### src/rtl/uart_rx.sv
`timescale 1ns/1ps
// uart_rx: 8N1-style UART receiver with a two-flop input synchronizer,
// mid-bit sampling, a framing-error report and a BREAK hold state.
// Optional feature macro: UART_RX_PARITY_EN adds one even-parity bit between
// the data bits and the stop bit, plus a parity_err output pulse.
//
// Output handshake: rx_valid is a single-cycle strobe with no back-pressure.
// data_bits_rx is valid in the rx_valid cycle and holds until the next
// rx_valid. frame_err (and parity_err when built) are single-cycle strobes
// that never coincide with rx_valid. There is no ready input; a consumer
// must capture the word in the rx_valid cycle.
module uart_rx #(
  parameter int WORD_SIZE   = 8,
  parameter int PULSE_WIDTH = 434
) (
  input  logic                 clk,
  input  logic                 rstn,
  input  logic                 rx,
  output logic [WORD_SIZE-1:0] data_bits_rx,
  output logic                 rx_valid,
  output logic                 frame_err,
`ifdef UART_RX_PARITY_EN
  output logic                 parity_err,
`endif
  output logic                 rx_busy
);

  // Cycle counter runs 0..PULSE_WIDTH-1 within one bit period.
  localparam int CW = (PULSE_WIDTH > 1) ? $clog2(PULSE_WIDTH) : 1;
  // Bit counter counts data samples 0..WORD_SIZE-1.
  localparam int BW = $clog2(WORD_SIZE + 1);

  localparam logic [CW-1:0] C_HALF     = CW'(PULSE_WIDTH / 2 - 1);
  localparam logic [CW-1:0] C_LAST     = CW'(PULSE_WIDTH - 1);
  localparam logic [BW-1:0] C_BIT_LAST = BW'(WORD_SIZE - 1);

  typedef enum logic [2:0] {
    S_IDLE   = 3'd0,
    S_START  = 3'd1,
    S_DATA   = 3'd2,
`ifdef UART_RX_PARITY_EN
    S_PARITY = 3'd3,
`endif
    S_STOP   = 3'd4,
    S_BREAK  = 3'd5
  } state_t;

  state_t                 r_state;
  logic                   r_sync1;
  logic                   r_sync2;
  logic [CW-1:0]          r_cnt;
  logic [BW-1:0]          r_bit_cnt;
  logic [WORD_SIZE-1:0]   r_shift;
  logic [WORD_SIZE-1:0]   r_data;
  logic                   r_valid;
  logic                   r_ferr;
  // Stop bit was good; the word is published on the following cycle.
  logic                   r_done;
`ifdef UART_RX_PARITY_EN
  logic                   r_par_ok;
  logic                   r_perr;
`endif

  logic                   w_rx_s;
  logic [WORD_SIZE-1:0]   w_shift_next;

  assign w_rx_s = r_sync2;

  // Two-flop synchronizer; resets to the idle (high) line level so that a
  // reset never looks like a start bit by itself.
  always_ff @(posedge clk or negedge rstn) begin
    if (!rstn) begin
      r_sync1 <= 1'b1;
      r_sync2 <= 1'b1;
    end else begin
      r_sync1 <= rx;
      r_sync2 <= r_sync1;
    end
  end

  // New bits enter at the MSB end so the first received bit ends up in the LSB.
  generate
    if (WORD_SIZE > 1) begin : g_shift_wide
      assign w_shift_next = {w_rx_s, r_shift[WORD_SIZE-1:1]};
    end else begin : g_shift_one
      assign w_shift_next = w_rx_s;
    end
  endgenerate

  // Receive FSM: start detection, mid-bit sampling, stop/break handling and
  // the registered output strobes.
  always_ff @(posedge clk or negedge rstn) begin
    if (!rstn) begin
      r_state   <= S_IDLE;
      r_cnt     <= '0;
      r_bit_cnt <= '0;
      r_shift   <= '0;
      r_data    <= '0;
      r_valid   <= 1'b0;
      r_ferr    <= 1'b0;
      r_done    <= 1'b0;
`ifdef UART_RX_PARITY_EN
      r_par_ok  <= 1'b0;
      r_perr    <= 1'b0;
`endif
    end else begin
      r_valid <= 1'b0;
      r_ferr  <= 1'b0;
      r_done  <= 1'b0;
`ifdef UART_RX_PARITY_EN
      r_perr  <= 1'b0;
`endif

      // Publish one cycle after the good stop sample; the FSM is already back
      // in IDLE so a start bit in this cycle is not missed.
      if (r_done) begin
`ifdef UART_RX_PARITY_EN
        if (r_par_ok) begin
          r_data  <= r_shift;
          r_valid <= 1'b1;
        end else begin
          r_perr  <= 1'b1;
        end
`else
        r_data  <= r_shift;
        r_valid <= 1'b1;
`endif
      end

      case (r_state)
        S_IDLE: begin
          if (!w_rx_s) begin
            r_state   <= S_START;
            r_cnt     <= '0;
            r_bit_cnt <= '0;
          end
        end

        S_START: begin
          if (r_cnt == C_HALF) begin
            r_cnt <= '0;
            // A line that is high again at mid-start was only a glitch.
            if (w_rx_s) begin
              r_state <= S_IDLE;
            end else begin
              r_state <= S_DATA;
            end
          end else begin
            r_cnt <= r_cnt + 1'b1;
          end
        end

        S_DATA: begin
          if (r_cnt == C_LAST) begin
            r_cnt   <= '0;
            r_shift <= w_shift_next;
            if (r_bit_cnt == C_BIT_LAST) begin
              r_bit_cnt <= '0;
`ifdef UART_RX_PARITY_EN
              r_state   <= S_PARITY;
`else
              r_state   <= S_STOP;
`endif
            end else begin
              r_bit_cnt <= r_bit_cnt + 1'b1;
            end
          end else begin
            r_cnt <= r_cnt + 1'b1;
          end
        end

`ifdef UART_RX_PARITY_EN
        S_PARITY: begin
          if (r_cnt == C_LAST) begin
            r_cnt    <= '0;
            // Even parity: data ones plus the parity bit must be even.
            r_par_ok <= ((^r_shift) == w_rx_s);
            r_state  <= S_STOP;
          end else begin
            r_cnt <= r_cnt + 1'b1;
          end
        end
`endif

        S_STOP: begin
          if (r_cnt == C_LAST) begin
            r_cnt <= '0;
            if (w_rx_s) begin
              r_done  <= 1'b1;
              r_state <= S_IDLE;
            end else begin
              r_ferr  <= 1'b1;
              r_state <= S_BREAK;
            end
          end else begin
            r_cnt <= r_cnt + 1'b1;
          end
        end

        S_BREAK: begin
          // Wait out a held-low line so it reports only one framing error.
          if (w_rx_s) begin
            r_state <= S_IDLE;
          end
        end

        default: begin
          r_state <= S_IDLE;
          r_cnt   <= '0;
        end
      endcase
    end
  end

  assign data_bits_rx = r_data;
  assign rx_valid     = r_valid;
  assign frame_err    = r_ferr;
  assign rx_busy      = (r_state != S_IDLE);
`ifdef UART_RX_PARITY_EN
  assign parity_err   = r_perr;
`endif

endmodule

### config.mk
export PLATFORM = sky130hd
export DESIGN_NAME = uart_rx
export DESIGN_NICKNAME = d
export VERILOG_FILES = /design/src/rtl/uart_rx.sv
export SDC_FILE = /design/constraint.sdc
export NUM_CORES = 1
export LEC_CHECK = 0
export CORE_ASPECT_RATIO = 1.25
export CORE_MARGIN = 2
export CORE_UTILIZATION = 40
export CTS_BUF_LIST = sky130_fd_sc_hd__clkbuf_16
export DETAILED_ROUTE_END_ITERATION = 12
export PLACE_DENSITY_LB_ADDON = 0.08
export SYNTH_ARGS = -nofsm -noshare
export SYNTH_HDL_FRONTEND = slang
export SYNTH_SLANG_ARGS = --single-unit
### constraint.sdc
create_clock -name clk -period 2.1 [get_ports clk]
set_input_delay 0.63 -clock clk [delete_from_list [all_inputs] [get_ports clk]]
set_output_delay 0.63 -clock clk [all_outputs]
set_load 0.02 [all_outputs]
==> results of run 1 <==
[worst paths after layout]
kind / endpoint / slack [ns] / cells past startpoint
setup / recovery: rx_busy / 0.16 / 2
hold / removal: r_sync2$_DFF_PN1_ / 0.35 / 0
setup reg to reg: r_cnt[4]$_DFFE_PN0P_ / 0.32 / 6
hold reg to reg: r_sync2$_DFF_PN1_ / 0.35 / 0
max in group asynchronous: r_sync1$_DFF_PN1_ / 1.13 / 2
min in group asynchronous: data_bits_rx[5]$_DFFE_PN0P_ / 0.72 / 2
[kinds of logic after synthesis]
logic type / count (synthesis)
buf+inv: 14
compound gates: 25
mux: 19
xor+xnor: 3
simple gates: 52
flops: 37
fa+ha+maj: 4
[routing by layer]
layer / GRT usage (%) / up-vias / part of all wire (%)
met5: 0 / - / 0
met4: 6.60 / 0 / 1.7
met3: 4.51 / 6 / 3.3
met2: 24.8 / 15 / 50
met1: 16.9 / 575 / 45
li1: - / 590 / -
[synth_stat cells, drive strengths merged]
cell type / count
nand3b: 1
a211oi: 2
dfstp: 2
xnor2: 1
o41ai: 2
and4bb: 2
xor2: 2
a31oi: 1
clkbuf: 3
nand4: 3
o21a: 1
a21o: 1
a21oi: 5
ha: 4
and2: 2
nand3: 3
nor3: 6
o211ai: 2
o22a: 1
or2: 1
nor2b: 1
and3: 6
buf: 5
mux2i: 4
o21ai: 3
a41oi: 1
and4b: 1
nand2b: 3
or3: 1
dfrtp: 35
inv: 6
o2bb2ai: 1
nor2: 7
mux2: 15
o221ai: 1
and4: 1
nand2: 12
o221a: 1
nor4: 2
o22ai: 3
[final cells by class]
class,instances,area share (%)
clock buffer,5,5.77
clock inverter,3,1.04
inverter,6,1.04
multi-input combinational,103,38.1
sequential,37,42.8
tap,58,3.34
timing repair buffer,17,7.90
[state kept, by name (all words and copies together), names as in the netlist]
register,count
data_bits_rx,8
r_shift,8
r_done,1
r_state,3
r_cnt,9
frame_err,1
rx_valid,1
r_bit_cnt,4
r_sync2,1
r_sync1,1
[power groups by stage]
stage	Sequential [uW]	Clock (uW)	Combinational, uW
finish	719	720	26.3
global placement	732	0	27.0
global route	719	783	31.4
CTS	719	743	27.9
detailed placement	732	0	28.0
floorplan	730	0	6.29
[through the flow]
step	worst slack [ns]	cells	total power, uW
global placement	0.218	221	759
global route	0.110	229	1530
CTS	0.147	229	1490
finish	0.158	229	1470
floorplan	0.317	154	736
detailed placement	0.217	221	760
[repair_timing]
item | in CTS | in global routing
resized for setup | 1 | 0
setup endpoints to repair | 1 | 0
hold buffers | 0 | 0
==> flow_summary.html, run 1 <==
<table>
<tr><th>Metric</th><th>Value</th></tr>
<tr><th colspan="2">GRT</th></tr>
<tr><td>Remaining global-route overflow</td><td>0</td></tr>
<tr><td>Number of global-route vias before repair</td><td>1244</td></tr>
<tr><td>Number of antenna violations at the first check in global routing</td><td>0</td></tr>
<tr><td>Pin count of the biggest net entering global routing</td><td>38</td></tr>
<tr><td>Overall track demand over capacity in global routing</td><td>14.6%</td></tr>
<tr><td>First-pass GRT wire length</td><td>5750 um</td></tr>
<tr><th colspan="2">Synth</th></tr>
<tr><td>Compound-gate portion of the synthesized area</td><td>11.1%</td></tr>
<tr><td>Net Count, Synth</td><td>161</td></tr>
<tr><td>Largest area contributor in the synthesized netlist</td><td>sky130_fd_sc_hd__dfrtp_1</td></tr>
<tr><td>Portion of synthesized cell area occupied by the leading cell type</td><td>a little under half</td></tr>
<tr><td>Distinct cells, synth</td><td>47</td></tr>
<tr><td>Number of storage elements in the synthesis netlist</td><td>37</td></tr>
<tr><td>Xor-xnor portion of the synthesized cell area</td><td>1.43%</td></tr>
<tr><td>Simple-gate portion of the synthesized area</td><td>around 18%</td></tr>
<tr><td>Post-Synth Adder-Cell Area</td><td>2.73%</td></tr>
<tr><td>Synthesized instance count</td><td>roughly 150</td></tr>
<tr><td>Cell area after synthesis</td><td>1830 sq um</td></tr>
<tr><td>Multiplexer fraction of the synthesized cell area</td><td>approximately an eighth</td></tr>
<tr><td>Avg Inst Size Synth</td><td>11.9 sq um</td></tr>
<tr><td>Sequential element share of the synthesized area</td><td>50.6%</td></tr>
<tr><td>Synthesis warning total</td><td>0</td></tr>
<tr><td>Synth area leaders</td><td>sky130_fd_sc_hd__dfrtp_1 48%, sky130_fd_sc_hd__mux2_2 6.8%, sky130_fd_sc_hd__mux2_4 3.3%, sky130_fd_sc_hd__dfstp_2 2.9%, sky130_fd_sc_hd__ha_1 2.7%</td></tr>
<tr><td>Main combinational cell family by area after synthesis</td><td>simple AND/OR/NAND/NOR gates</td></tr>
<tr><th colspan="2">Clock tree</th></tr>
<tr><td>Number of setup buffers added after CTS</td><td>0</td></tr>
<tr><td>CTS Buffer Depth</td><td>2</td></tr>
<tr><td>Total CTS buffers</td><td>5</td></tr>
<tr><td>Clock net sink count</td><td>37</td></tr>
<tr><td>CTS tree</td><td>done</td></tr>
<tr><td>Root Buffer</td><td>sky130_fd_sc_hd__clkbuf_16</td></tr>
<tr><td>Clock latency on the worst-skew pair</td><td>0.28 ns</td></tr>
<tr><td>CTS H-tree lvls</td><td>2</td></tr>
<tr><td>Clock edge transition at the registers on the reported setup and hold paths</td><td>0.06 ns</td></tr>
<tr><th colspan="2">Floorplanning</th></tr>
<tr><td>Die footprint</td><td>5140 sq um</td></tr>
<tr><td>IO Count</td><td>14</td></tr>
<tr><td>Row count</td><td>27</td></tr>
<tr><td>Floorplan die height</td><td>roughly 80 um</td></tr>
<tr><td>Area of the core region</td><td>roughly 4400 sq um</td></tr>
<tr><td>Effective utilization at floorplan</td><td>41.7%</td></tr>
<tr><td>Overall die width</td><td>64.5 um</td></tr>
<tr><th colspan="2">Cells and area</th></tr>
<tr><td>Commonest cells after routing, fill and taps aside</td><td>35 x sky130_fd_sc_hd__dfrtp_1, 12 x sky130_fd_sc_hd__nand2_1, 12 x sky130_fd_sc_hd__clkdlybuf4s50_1</td></tr>
<tr><td>Filler instances</td><td>402</td></tr>
<tr><td>Diode count</td><td>0</td></tr>
<tr><td>Nets</td><td>177</td></tr>
<tr><td>Area taken by flip-flops and latches</td><td>928 sq um</td></tr>
<tr><td>Final instance area</td><td>2170 sq um</td></tr>
<tr><td>Fraction of layout cells with a size suffix above 1</td><td>24.0%</td></tr>
<tr><td>Total area of multi-input combinational cells</td><td>~830 sq um</td></tr>
<tr><td>Leading cell type in the layout, fill and taps excluded</td><td>sky130_fd_sc_hd__dfrtp_1</td></tr>
<tr><td>Finished Core Util</td><td>between 40% and 50%</td></tr>
<tr><td>Layout overhead on the synthesized area</td><td>18.4%</td></tr>
<tr><th colspan="2">Routing</th></tr>
<tr><td>Via count</td><td>1186</td></tr>
<tr><td>DRT iter0 DRCs</td><td>69</td></tr>
<tr><td>Routed Wire Length</td><td>approximately 3300 um</td></tr>
<tr><td>Wire per inst</td><td>14.2 um</td></tr>
<tr><td>Post-DRT Antenna Nets</td><td>0</td></tr>
<tr><td>Post-detailed-route via-to-cell ratio</td><td>slightly above 5</td></tr>
<tr><td>TritonRoute pass-1 iters</td><td>4</td></tr>
<tr><td>Number of remaining DRC errors</td><td>0</td></tr>
<tr><th colspan="2">STA</th></tr>
<tr><td>Remaining max-slew budget at the tightest pin</td><td>approximately 70%</td></tr>
<tr><td>Tightest Pin Transition</td><td>0.450 ns</td></tr>
<tr><td>Setup repair after global routing missed its margin</td><td>no</td></tr>
<tr><td>Final cycle utilization of the critical path</td><td>92.5%</td></tr>
<tr><td>Worst hold margin</td><td>0.355 ns</td></tr>
<tr><td>Number of setup violations in the final report</td><td>0</td></tr>
<tr><td>Maximum operating frequency</td><td>about 0.5 GHz</td></tr>
<tr><td>Number of slew-limit violations in the final report</td><td>0</td></tr>
<tr><td>Final Hold Viols</td><td>0</td></tr>
<tr><td>Worst Skew</td><td>0.00518 ns</td></tr>
<tr><td>Final Critical Period</td><td>1.94 ns</td></tr>
<tr><td>Setup tns final</td><td>0 ns</td></tr>
<tr><th colspan="2">Pwr</th></tr>
<tr><td>Clock network fraction of total power</td><td>between 40 and 50%</td></tr>
<tr><td>P_sw</td><td>299 uW</td></tr>
<tr><td>Pwr Density</td><td>676 nW/um^2</td></tr>
<tr><td>Cell internal power dissipation</td><td>1170 uW</td></tr>
<tr><td>Fraction of power consumed by sequential logic</td><td>49.1%</td></tr>
<tr><td>Cell leakage power</td><td>~0.001 uW</td></tr>
<tr><td>Switch share</td><td>20.4%</td></tr>
<tr><td>Peak VDD IR</td><td>0.445 mV</td></tr>
<tr><td>Combinational group share of total power</td><td>under 10%</td></tr>
<tr><th colspan="2">Hold path</th></tr>
<tr><td>Startpoint of the tightest hold check path</td><td>r_sync1$_DFF_PN1_</td></tr>
<tr><td>Hold/Removal Path Class</td><td>flop to flop</td></tr>
<tr><th colspan="2">Setup path</th></tr>
<tr><td>Kind of start point of the critical path</td><td>flop</td></tr>
<tr><td>Top fanout value on the critical path</td><td>2</td></tr>
<tr><td>CP top delay family</td><td>flip-flops</td></tr>
<tr><td>WS Path Type</td><td>flop to primary output</td></tr>
<tr><td>Worst reg2reg startpoint</td><td>r_cnt[0]$_DFFE_PN0P_</td></tr>
<tr><td>Endpoint arrival time on the critical path</td><td>around 1.3 ns</td></tr>
<tr><td>Critical path capture point type</td><td>primary output</td></tr>
<tr><td>Slowest CP cell</td><td>sky130_fd_sc_hd__dfrtp_1</td></tr>
<tr><td>First element of the critical path</td><td>r_state[1]$_DFFE_PN0P_</td></tr>
<tr><td>Bufs and invs on worst path</td><td>1</td></tr>
<tr><td>Slowest stage delay, CP</td><td>between 0.3 and 0.4 ns</td></tr>
<tr><td>CP cell instances</td><td>or3_1 -&gt; dlygate4sd2_1</td></tr>
<tr><td>Required arrival time at the worst endpoint</td><td>roughly 1.5 ns</td></tr>
<tr><th colspan="2">Place</th></tr>
<tr><td>Placed wire-length estimate after detailed placement</td><td>roughly 2300 um</td></tr>
<tr><td>Last weighted congestion value of the routability-driven placer</td><td>approximately 0.80</td></tr>
<tr><td>I/O Buffers</td><td>13</td></tr>
<tr><td>Placed cell areas</td><td>2020 sq um</td></tr>
<tr><th colspan="2">Run status</th></tr>
<tr><td>Status</td><td>finished, final reports clean</td></tr>
<tr><th colspan="2">Flow run</th></tr>
<tr><td>Number of maximum-capacitance violations</td><td>0</td></tr>
</table>
(Power assumes the default switching activity.)
==> run 2: changes to the inputs <==
--- a/config.mk
+++ b/config.mk
@@ -11,6 +11,7 @@
 export CTS_BUF_LIST = sky130_fd_sc_hd__clkbuf_16
 export DETAILED_ROUTE_END_ITERATION = 12
 export PLACE_DENSITY_LB_ADDON = 0.08
+export REMOVE_ABC_BUFFERS = 1
 export SYNTH_ARGS = -nofsm -noshare
 export SYNTH_HDL_FRONTEND = slang
 export SYNTH_SLANG_ARGS = --single-unit
==> flow_summary.html, run 2 (synthesis gave the netlist of run 1 again) <==
<table>
<tr><th>Metric</th><th>Value</th></tr>
<tr><th colspan="2">Setup path</th></tr>
<tr><td>Kind of start point of the critical path</td><td>flop</td></tr>
<tr><td>Top fanout value on the critical path</td><td>2 (unchanged)</td></tr>
<tr><td>Total stage count of the critical path</td><td>2 (unchanged)</td></tr>
<tr><td>Endpoint arrival time on the critical path</td><td>1.31 ns (about the same)</td></tr>
<tr><td>Worst reg2reg startpoint</td><td>r_cnt[0]$_DFFE_PN0P_</td></tr>
<tr><td>First element of the critical path</td><td>r_state[1]$_DFFE_PN0P_</td></tr>
<tr><td>CP cell instances</td><td>or3_1 -&gt; dlygate4sd2_1</td></tr>
<tr><td>Slowest stage delay, CP</td><td>0.37 ns (about the same)</td></tr>
<tr><td>WS Path Type</td><td>flop to primary output</td></tr>
<tr><td>Required arrival time at the worst endpoint</td><td>1.47 ns (about the same)</td></tr>
<tr><td>CP top delay family</td><td>flip-flops</td></tr>
<tr><td>Number of cells traversed by the worst register-to-register path</td><td>6 (unchanged)</td></tr>
<tr><td>Slowest CP cell</td><td>sky130_fd_sc_hd__dfrtp_1</td></tr>
<tr><td>Bufs and invs on worst path</td><td>1 (unchanged)</td></tr>
<tr><td>Critical path capture point type</td><td>primary output</td></tr>
<tr><th colspan="2">Pwr</th></tr>
<tr><td>Peak VDD IR</td><td>0.439 mV (-1.4%)</td></tr>
<tr><td>Pwr Density</td><td>671 nW/um^2 (-0.67%)</td></tr>
<tr><td>Cell leakage power</td><td>0.00102 uW (+0.54%)</td></tr>
<tr><th colspan="2">Clock tree</th></tr>
<tr><td>Clock net sink count</td><td>37 (unchanged)</td></tr>
<tr><td>Post-CTS Hold Fix Bufs</td><td>0 (unchanged)</td></tr>
<tr><td>Clock edge transition at the registers on the reported setup and hold paths</td><td>0.05 ns (about the same)</td></tr>
<tr><td>CTS Buffer Depth</td><td>2 (unchanged)</td></tr>
<tr><td>Root Buffer</td><td>sky130_fd_sc_hd__clkbuf_16</td></tr>
<tr><td>CTS tree</td><td>done</td></tr>
<tr><td>Clock latency on the worst-skew pair</td><td>0.28 ns (about the same)</td></tr>
<tr><td>Number of resized instances in the post-cts repair step</td><td>1 (unchanged)</td></tr>
<tr><td>CTS H-tree lvls</td><td>2 (unchanged)</td></tr>
<tr><td>Number of setup buffers added after CTS</td><td>0 (unchanged)</td></tr>
<tr><td>Total CTS buffers</td><td>5 (unchanged)</td></tr>
<tr><th colspan="2">GRT</th></tr>
<tr><td>Overall track demand over capacity in global routing</td><td>14.6% (-0.073 points)</td></tr>
<tr><td>Number of global-route vias before repair</td><td>1242 (-0.16%)</td></tr>
<tr><td>Number of antenna violations at the first check in global routing</td><td>0 (unchanged)</td></tr>
<tr><td>Pin count of the biggest net entering global routing</td><td>38 (unchanged)</td></tr>
<tr><td>Remaining global-route overflow</td><td>0 (unchanged)</td></tr>
<tr><td>First-pass GRT wire length</td><td>5770 um (+0.37%)</td></tr>
<tr><th colspan="2">STA</th></tr>
<tr><td>Tightest Pin Transition</td><td>0.417 ns (-0.0333 ns)</td></tr>
<tr><td>Final cycle utilization of the critical path</td><td>92.4% (about the same)</td></tr>
<tr><td>Worst Skew</td><td>0.00617 ns (+0.000985 ns)</td></tr>
<tr><td>Setup repair after global routing missed its margin</td><td>no</td></tr>
<tr><td>Maximum operating frequency</td><td>0.515 GHz (about the same)</td></tr>
<tr><td>Final Hold Viols</td><td>0 (unchanged)</td></tr>
<tr><td>Remaining max-slew budget at the tightest pin</td><td>72.2% (+2.3 points)</td></tr>
<tr><td>Final Critical Period</td><td>1.94 ns (-0.000448 ns)</td></tr>
<tr><td>Number of slew-limit violations in the final report</td><td>0 (unchanged)</td></tr>
<tr><td>Number of setup violations in the final report</td><td>0 (unchanged)</td></tr>
<tr><td>Setup tns final</td><td>0 ns (unchanged)</td></tr>
<tr><td>Worst hold margin</td><td>0.354 ns (-0.000375 ns)</td></tr>
<tr><th colspan="2">Place</th></tr>
<tr><td>Last weighted congestion value of the routability-driven placer</td><td>0.727 (-8.8%)</td></tr>
<tr><td>Placed cell areas</td><td>2030 sq um (+0.37%)</td></tr>
<tr><td>Placed wire-length estimate after detailed placement</td><td>2370 um (+2.2%)</td></tr>
<tr><td>I/O Buffers</td><td>13 (unchanged)</td></tr>
<tr><th colspan="2">Floorplanning</th></tr>
<tr><td>Die footprint</td><td>5140 sq um (unchanged)</td></tr>
<tr><td>Effective utilization at floorplan</td><td>41.7% (unchanged)</td></tr>
<tr><td>IO Count</td><td>14 (unchanged)</td></tr>
<tr><td>Floorplan die height</td><td>79.7 um (unchanged)</td></tr>
<tr><td>Overall die width</td><td>64.5 um (unchanged)</td></tr>
<tr><td>Row count</td><td>27 (unchanged)</td></tr>
<tr><td>Area of the core region</td><td>4390 sq um (unchanged)</td></tr>
<tr><th colspan="2">Run status</th></tr>
<tr><td>Status</td><td>finished, final reports clean</td></tr>
<tr><th colspan="2">Cells and area</th></tr>
<tr><td>Filler instances</td><td>414 (+3.0%)</td></tr>
<tr><td>Leading cell type in the layout, fill and taps excluded</td><td>sky130_fd_sc_hd__dfrtp_1</td></tr>
<tr><td>Largest reg by FF count</td><td>r_cnt</td></tr>
<tr><td>Final instance area</td><td>2180 sq um (+0.35%)</td></tr>
<tr><td>Fraction of layout cells with a size suffix above 1</td><td>24.4% (+0.44 points)</td></tr>
<tr><td>Diode count</td><td>0 (unchanged)</td></tr>
<tr><td>Layout overhead on the synthesized area</td><td>18.8%</td></tr>
<tr><td>Largest register FFs</td><td>9 (unchanged)</td></tr>
<tr><td>Nets</td><td>178 (+0.56%)</td></tr>
<tr><td>Commonest cells after routing, fill and taps aside</td><td>35 x sky130_fd_sc_hd__dfrtp_1, 12 x sky130_fd_sc_hd__nand2_1, 12 x sky130_fd_sc_hd__clkdlybuf4s50_1</td></tr>
<tr><th colspan="2">Routing</th></tr>
<tr><td>TritonRoute pass-1 iters</td><td>4 (unchanged)</td></tr>
<tr><td>Post-DRT Antenna Nets</td><td>0 (unchanged)</td></tr>
<tr><td>Post-detailed-route via-to-cell ratio</td><td>5.13 (-0.94%)</td></tr>
<tr><td>Number of remaining DRC errors</td><td>0 (unchanged)</td></tr>
<tr><td>Wire length on met2</td><td>1680 um (+3.2%)</td></tr>
<tr><td>DRT iter0 DRCs</td><td>52 (-25%)</td></tr>
<tr><td>Detailed-routing wirelength on met1</td><td>1440 um (-1.8%)</td></tr>
<tr><td>Max Used Layer</td><td>met4</td></tr>
<tr><td>Wire per inst</td><td>14.1 um (-0.80%)</td></tr>
<tr><td>Via count</td><td>1180 (-0.51%)</td></tr>
<tr><td>Detail Route met3 WL</td><td>102 um (-4.7%)</td></tr>
<tr><td>Routed Wire Length</td><td>3250 um (-0.37%)</td></tr>
<tr><th colspan="2">Flow run</th></tr>
<tr><td>Number of maximum-capacitance violations</td><td>0 (unchanged)</td></tr>
<tr><th colspan="2">Hold path</th></tr>
<tr><td>Startpoint of the tightest hold check path</td><td>r_sync1$_DFF_PN1_</td></tr>
<tr><td>Hold/Removal Path Class</td><td>flop to flop</td></tr>
<tr><td>Hold path cells</td><td>0 (unchanged)</td></tr>
</table>
-- run 2: where the power goes --
part / internal (uW) / switching (uW) / leakage, uW
clock: 440 / 276 / 0.0000738
combinational: 9.43 / 16.7 / 0.000446
sequential: 717 / 2.29 / 0.000495
-- run 2: layout make-up --
class / instances / area, sq um / share of cell area [%]
sequential: 37 / 928 / 42.6
inverter: 6 / 22.5 / 1.03
timing repair buffer: 18 / 179 / 8.22
multi-input combinational: 103 / 827 / 38.0
clock inverter: 3 / 22.5 / 1.03
clock buffer: 5 / 125 / 5.75
tap: 58 / 72.6 / 3.33
-- run 2: worst paths after layout --
path                                        endpoint  slack (ns)
worst max-delay path                         rx_busy        0.16
worst min-delay path               r_sync2$_DFF_PN1_        0.35
worst max register to register  r_cnt[8]$_DFFE_PN0P_        0.34
worst min register to register     r_sync2$_DFF_PN1_        0.35
max in group asynchronous          r_sync2$_DFF_PN1_        1.11
min in group asynchronous         rx_valid$_DFF_PN0_        0.73
-- run 2: through the flow --
stage | worst slack [ns] | power [uW] | util [%] | std cells
3_5_place_dp | 0.211 | 760 | 46.2 | 222
2_1_floorplan | 0.452 | 736 | - | 146
6_report | 0.159 | 1460 | 49.6 | 230
4_1_cts | 0.146 | 1490 | 49.6 | 230
5_1_grt | 0.129 | 1530 | 49.6 | 230
3_3_place_gp | 0.219 | 759 | 46.2 | 222
-- run 2: routing by layer --
metal,vias to the layer above,track usage [%]
met5,-,0
met4,0,5.11
met3,2,4.23
met2,18,24.7
met1,567,17.6
li1,593,-
==> run 3: changes to the inputs <==
--- a/config.mk
+++ b/config.mk
@@ -5,7 +5,7 @@
 export SDC_FILE = /design/constraint.sdc
 export NUM_CORES = 1
 export LEC_CHECK = 0
-export CORE_ASPECT_RATIO = 1.25
+export CORE_ASPECT_RATIO = 1.2
 export CORE_MARGIN = 2
 export CORE_UTILIZATION = 40
 export CTS_BUF_LIST = sky130_fd_sc_hd__clkbuf_16
==> flow_summary.html, run 3 (synthesis gave the netlist of run 1 again) <==
<table>
<tr><th>Metric</th><th>Value</th></tr>
<tr><th colspan="2">Setup path</th></tr>
<tr><td>Endpoint arrival time on the critical path</td><td>1.34 ns (+0.03 ns)</td></tr>
<tr><td>Worst reg2reg startpoint</td><td>r_cnt[0]$_DFFE_PN0P_</td></tr>
<tr><td>First element of the critical path</td><td>r_state[1]$_DFFE_PN0P_</td></tr>
<tr><td>Setup slack, reg-to-reg</td><td>0.32 ns (-0.02 ns)</td></tr>
<tr><td>Number of cells traversed by the worst register-to-register path</td><td>6 (unchanged)</td></tr>
<tr><td>Critical Path Sink</td><td>rx_busy</td></tr>
<tr><td>Required arrival time at the worst endpoint</td><td>1.47 ns (about the same)</td></tr>
<tr><td>Worst reg2reg path endpoint</td><td>r_cnt[4]$_DFFE_PN0P_</td></tr>
<tr><td>Kind of start point of the critical path</td><td>flop</td></tr>
<tr><td>Top fanout value on the critical path</td><td>2 (unchanged)</td></tr>
<tr><td>WS Path Type</td><td>flop to primary output</td></tr>
<tr><td>Critical path capture point type</td><td>primary output</td></tr>
<tr><th colspan="2">Clock tree</th></tr>
<tr><td>Clock edge transition at the registers on the reported setup and hold paths</td><td>0.05 ns (about the same)</td></tr>
<tr><td>CTS tree</td><td>done</td></tr>
<tr><td>CTS Buffer Depth</td><td>2 (unchanged)</td></tr>
<tr><td>Number of resized instances in the post-cts repair step</td><td>1 (unchanged)</td></tr>
<tr><td>Clock net sink count</td><td>37 (unchanged)</td></tr>
<tr><td>Clock latency on the worst-skew pair</td><td>0.28 ns (about the same)</td></tr>
<tr><td>Number of setup buffers added after CTS</td><td>0 (unchanged)</td></tr>
<tr><td>Post-CTS Hold Fix Bufs</td><td>0 (unchanged)</td></tr>
<tr><td>Root Buffer</td><td>sky130_fd_sc_hd__clkbuf_16</td></tr>
<tr><td>Total CTS buffers</td><td>5 (unchanged)</td></tr>
<tr><td>CTS H-tree lvls</td><td>2 (unchanged)</td></tr>
<tr><th colspan="2">Cells and area</th></tr>
<tr><td>Fraction of layout cells with a size suffix above 1</td><td>22.8% (-1.6 points)</td></tr>
<tr><td>Number of non-filler instances in the completed layout</td><td>227 (-1.3%)</td></tr>
<tr><td>Largest register FFs</td><td>9 (unchanged)</td></tr>
<tr><td>Commonest cells after routing, fill and taps aside</td><td>35 x sky130_fd_sc_hd__dfrtp_1, 12 x sky130_fd_sc_hd__nand2_1, 12 x sky130_fd_sc_hd__clkdlybuf4s50_1</td></tr>
<tr><td>Largest reg by FF count</td><td>r_cnt</td></tr>
<tr><td>Nets</td><td>177 (-0.56%)</td></tr>
<tr><td>Diode count</td><td>0 (unchanged)</td></tr>
<tr><td>Leading cell type in the layout, fill and taps excluded</td><td>sky130_fd_sc_hd__dfrtp_1</td></tr>
<tr><td>Finished Core Util</td><td>49.9% (+0.34 points)</td></tr>
<tr><td>Layout overhead on the synthesized area</td><td>17.8%</td></tr>
<tr><th colspan="2">Place</th></tr>
<tr><td>Cell count after placement</td><td>219 (-1.4%)</td></tr>
<tr><td>I/O Buffers</td><td>13 (unchanged)</td></tr>
<tr><td>Placed wire-length estimate after detailed placement</td><td>2340 um (-1.3%)</td></tr>
<tr><td>Last weighted congestion value of the routability-driven placer</td><td>0.795 (+9.3%)</td></tr>
<tr><th colspan="2">GRT</th></tr>
<tr><td>First-pass GRT wire length</td><td>5890 um (+2.0%)</td></tr>
<tr><td>Number of global-route vias before repair</td><td>1231 (-0.89%)</td></tr>
<tr><td>Number of antenna violations at the first check in global routing</td><td>0 (unchanged)</td></tr>
<tr><td>Remaining global-route overflow</td><td>0 (unchanged)</td></tr>
<tr><td>Pin count of the biggest net entering global routing</td><td>38 (unchanged)</td></tr>
<tr><td>Overall track demand over capacity in global routing</td><td>15.0% (+0.44 points)</td></tr>
<tr><th colspan="2">STA</th></tr>
<tr><td>Maximum operating frequency</td><td>0.507 GHz (-1.5%)</td></tr>
<tr><td>Final cycle utilization of the critical path</td><td>93.8% (+1.4 points)</td></tr>
<tr><td>Number of setup violations in the final report</td><td>0 (unchanged)</td></tr>
<tr><td>Worst Skew</td><td>0.00520 ns (-0.000967 ns)</td></tr>
<tr><td>Number of slew-limit violations in the final report</td><td>0 (unchanged)</td></tr>
<tr><td>Setup tns final</td><td>0 ns (unchanged)</td></tr>
<tr><td>Setup repair after global routing missed its margin</td><td>no</td></tr>
<tr><td>Tightest Pin Transition</td><td>0.467 ns (+0.0502 ns)</td></tr>
<tr><td>Worst hold margin</td><td>0.369 ns (+0.0143 ns)</td></tr>
<tr><td>Final Critical Period</td><td>1.97 ns (+0.0294 ns)</td></tr>
<tr><td>Final Hold Viols</td><td>0 (unchanged)</td></tr>
<tr><td>Remaining max-slew budget at the tightest pin</td><td>68.8% (-3.4 points)</td></tr>
<tr><th colspan="2">Floorplanning</th></tr>
<tr><td>Area of the core region</td><td>4330 sq um (-1.5%)</td></tr>
<tr><td>Row count</td><td>26 (-3.7%)</td></tr>
<tr><td>Die footprint</td><td>5140 sq um (about the same)</td></tr>
<tr><td>Floorplan die height</td><td>78.2 um (-1.9%)</td></tr>
<tr><td>Overall die width</td><td>65.8 um (+1.9%)</td></tr>
<tr><td>Effective utilization at floorplan</td><td>42.4% (+0.63 points)</td></tr>
<tr><td>IO Count</td><td>14 (unchanged)</td></tr>
<tr><th colspan="2">Pwr</th></tr>
<tr><td>Peak VDD IR</td><td>0.429 mV (-2.1%)</td></tr>
<tr><td>Overall power of the completed layout</td><td>1440 uW (-1.1%)</td></tr>
<tr><td>Pwr Density</td><td>669 nW/um^2 (-0.33%)</td></tr>
<tr><td>Cell leakage power</td><td>0.00100 uW (-1.0%)</td></tr>
<tr><th colspan="2">Routing</th></tr>
<tr><td>TritonRoute pass-1 iters</td><td>4 (unchanged)</td></tr>
<tr><td>Post-detailed-route via-to-cell ratio</td><td>5.25 (+2.4%)</td></tr>
<tr><td>Number of remaining DRC errors</td><td>0 (unchanged)</td></tr>
<tr><td>Post-DRT Antenna Nets</td><td>0 (unchanged)</td></tr>
<tr><td>Via count</td><td>1192 (+1.0%)</td></tr>
<tr><td>DRT iter0 DRCs</td><td>71 (+37%)</td></tr>
<tr><td>Routed Wire Length</td><td>3330 um (+2.6%)</td></tr>
<tr><td>Wire per inst</td><td>14.7 um (+3.9%)</td></tr>
<tr><th colspan="2">Flow run</th></tr>
<tr><td>Number of maximum-capacitance violations</td><td>0 (unchanged)</td></tr>
<tr><th colspan="2">Run status</th></tr>
<tr><td>Status</td><td>finished, final reports clean</td></tr>
<tr><th colspan="2">Hold path</th></tr>
<tr><td>Hold/Removal Path Class</td><td>flop to flop</td></tr>
<tr><td>Hold path cells</td><td>0 (unchanged)</td></tr>
</table>
==> run 3: changes by cell type in the layout (fill, tap and decap cells not counted), sizes merged <==
cell	change
clkinv	-2
inv	+1
buf	-1
clkinvlp	+1
==> run 3: how the worst min path moves through the flow <==
stage / endpoint / slack, ns / from
after global placement: r_sync2$_DFF_PN1_ / 0.36 / r_sync1$_DFF_PN1_
after global routing: r_sync2$_DFF_PN1_ / 0.37 / r_sync1$_DFF_PN1_
final: r_sync2$_DFF_PN1_ / 0.37 / r_sync1$_DFF_PN1_
after floorplan: data_bits_rx[0]$_DFFE_PN0P_ / 0.33 / rstn
after detailed placement: r_sync2$_DFF_PN1_ / 0.36 / r_sync1$_DFF_PN1_
after CTS: r_sync2$_DFF_PN1_ / 0.37 / r_sync1$_DFF_PN1_
==> run 3: power breakdown <==
group	total (uW)	internal (uW)	leakage (uW)	switching, uW
registers	720	717	0.000495	2.75
logic	26.6	9.44	0.000441	17.2
clock network	698	430	0.0000687	268
==> run 3: cell type report <==
class	instances	area, sq um
multi-input cells	103	827
repair buffers	17	171
fillers	383	2170
flip-flops and latches	37	928
inverters	6	22.5
clock buffers	5	125
clock inverters	3	15.0
well taps	56	70.1
==> run 3: per-layer routing <==
| metal | wire (um) | track usage (%) |
|---|---|---|
| met1 | 1470 | 16.9 |
| met2 | 1730 | 25.7 |
| met3 | 103 | 4.87 |
| met4 | 29 | 6.25 |
| met5 | 0 | 0 |
==> run 3: metrics by stage <==
stage / cell area [sq um] / setup slack [ns]
after floorplan: 1780 / 0.452
after global placement: 2020 / 0.214
after detailed placement: 2020 / 0.190
after CTS: 2160 / 0.114
after global routing: 2160 / 0.0470
final: 2160 / 0.129
==> run 3: critical path: stages, from the launching register on <==
cell                            delay [ns]
sky130_fd_sc_hd__dfrtp_1              0.37
sky130_fd_sc_hd__or3_1                0.37
sky130_fd_sc_hd__dlygate4sd2_1        0.33
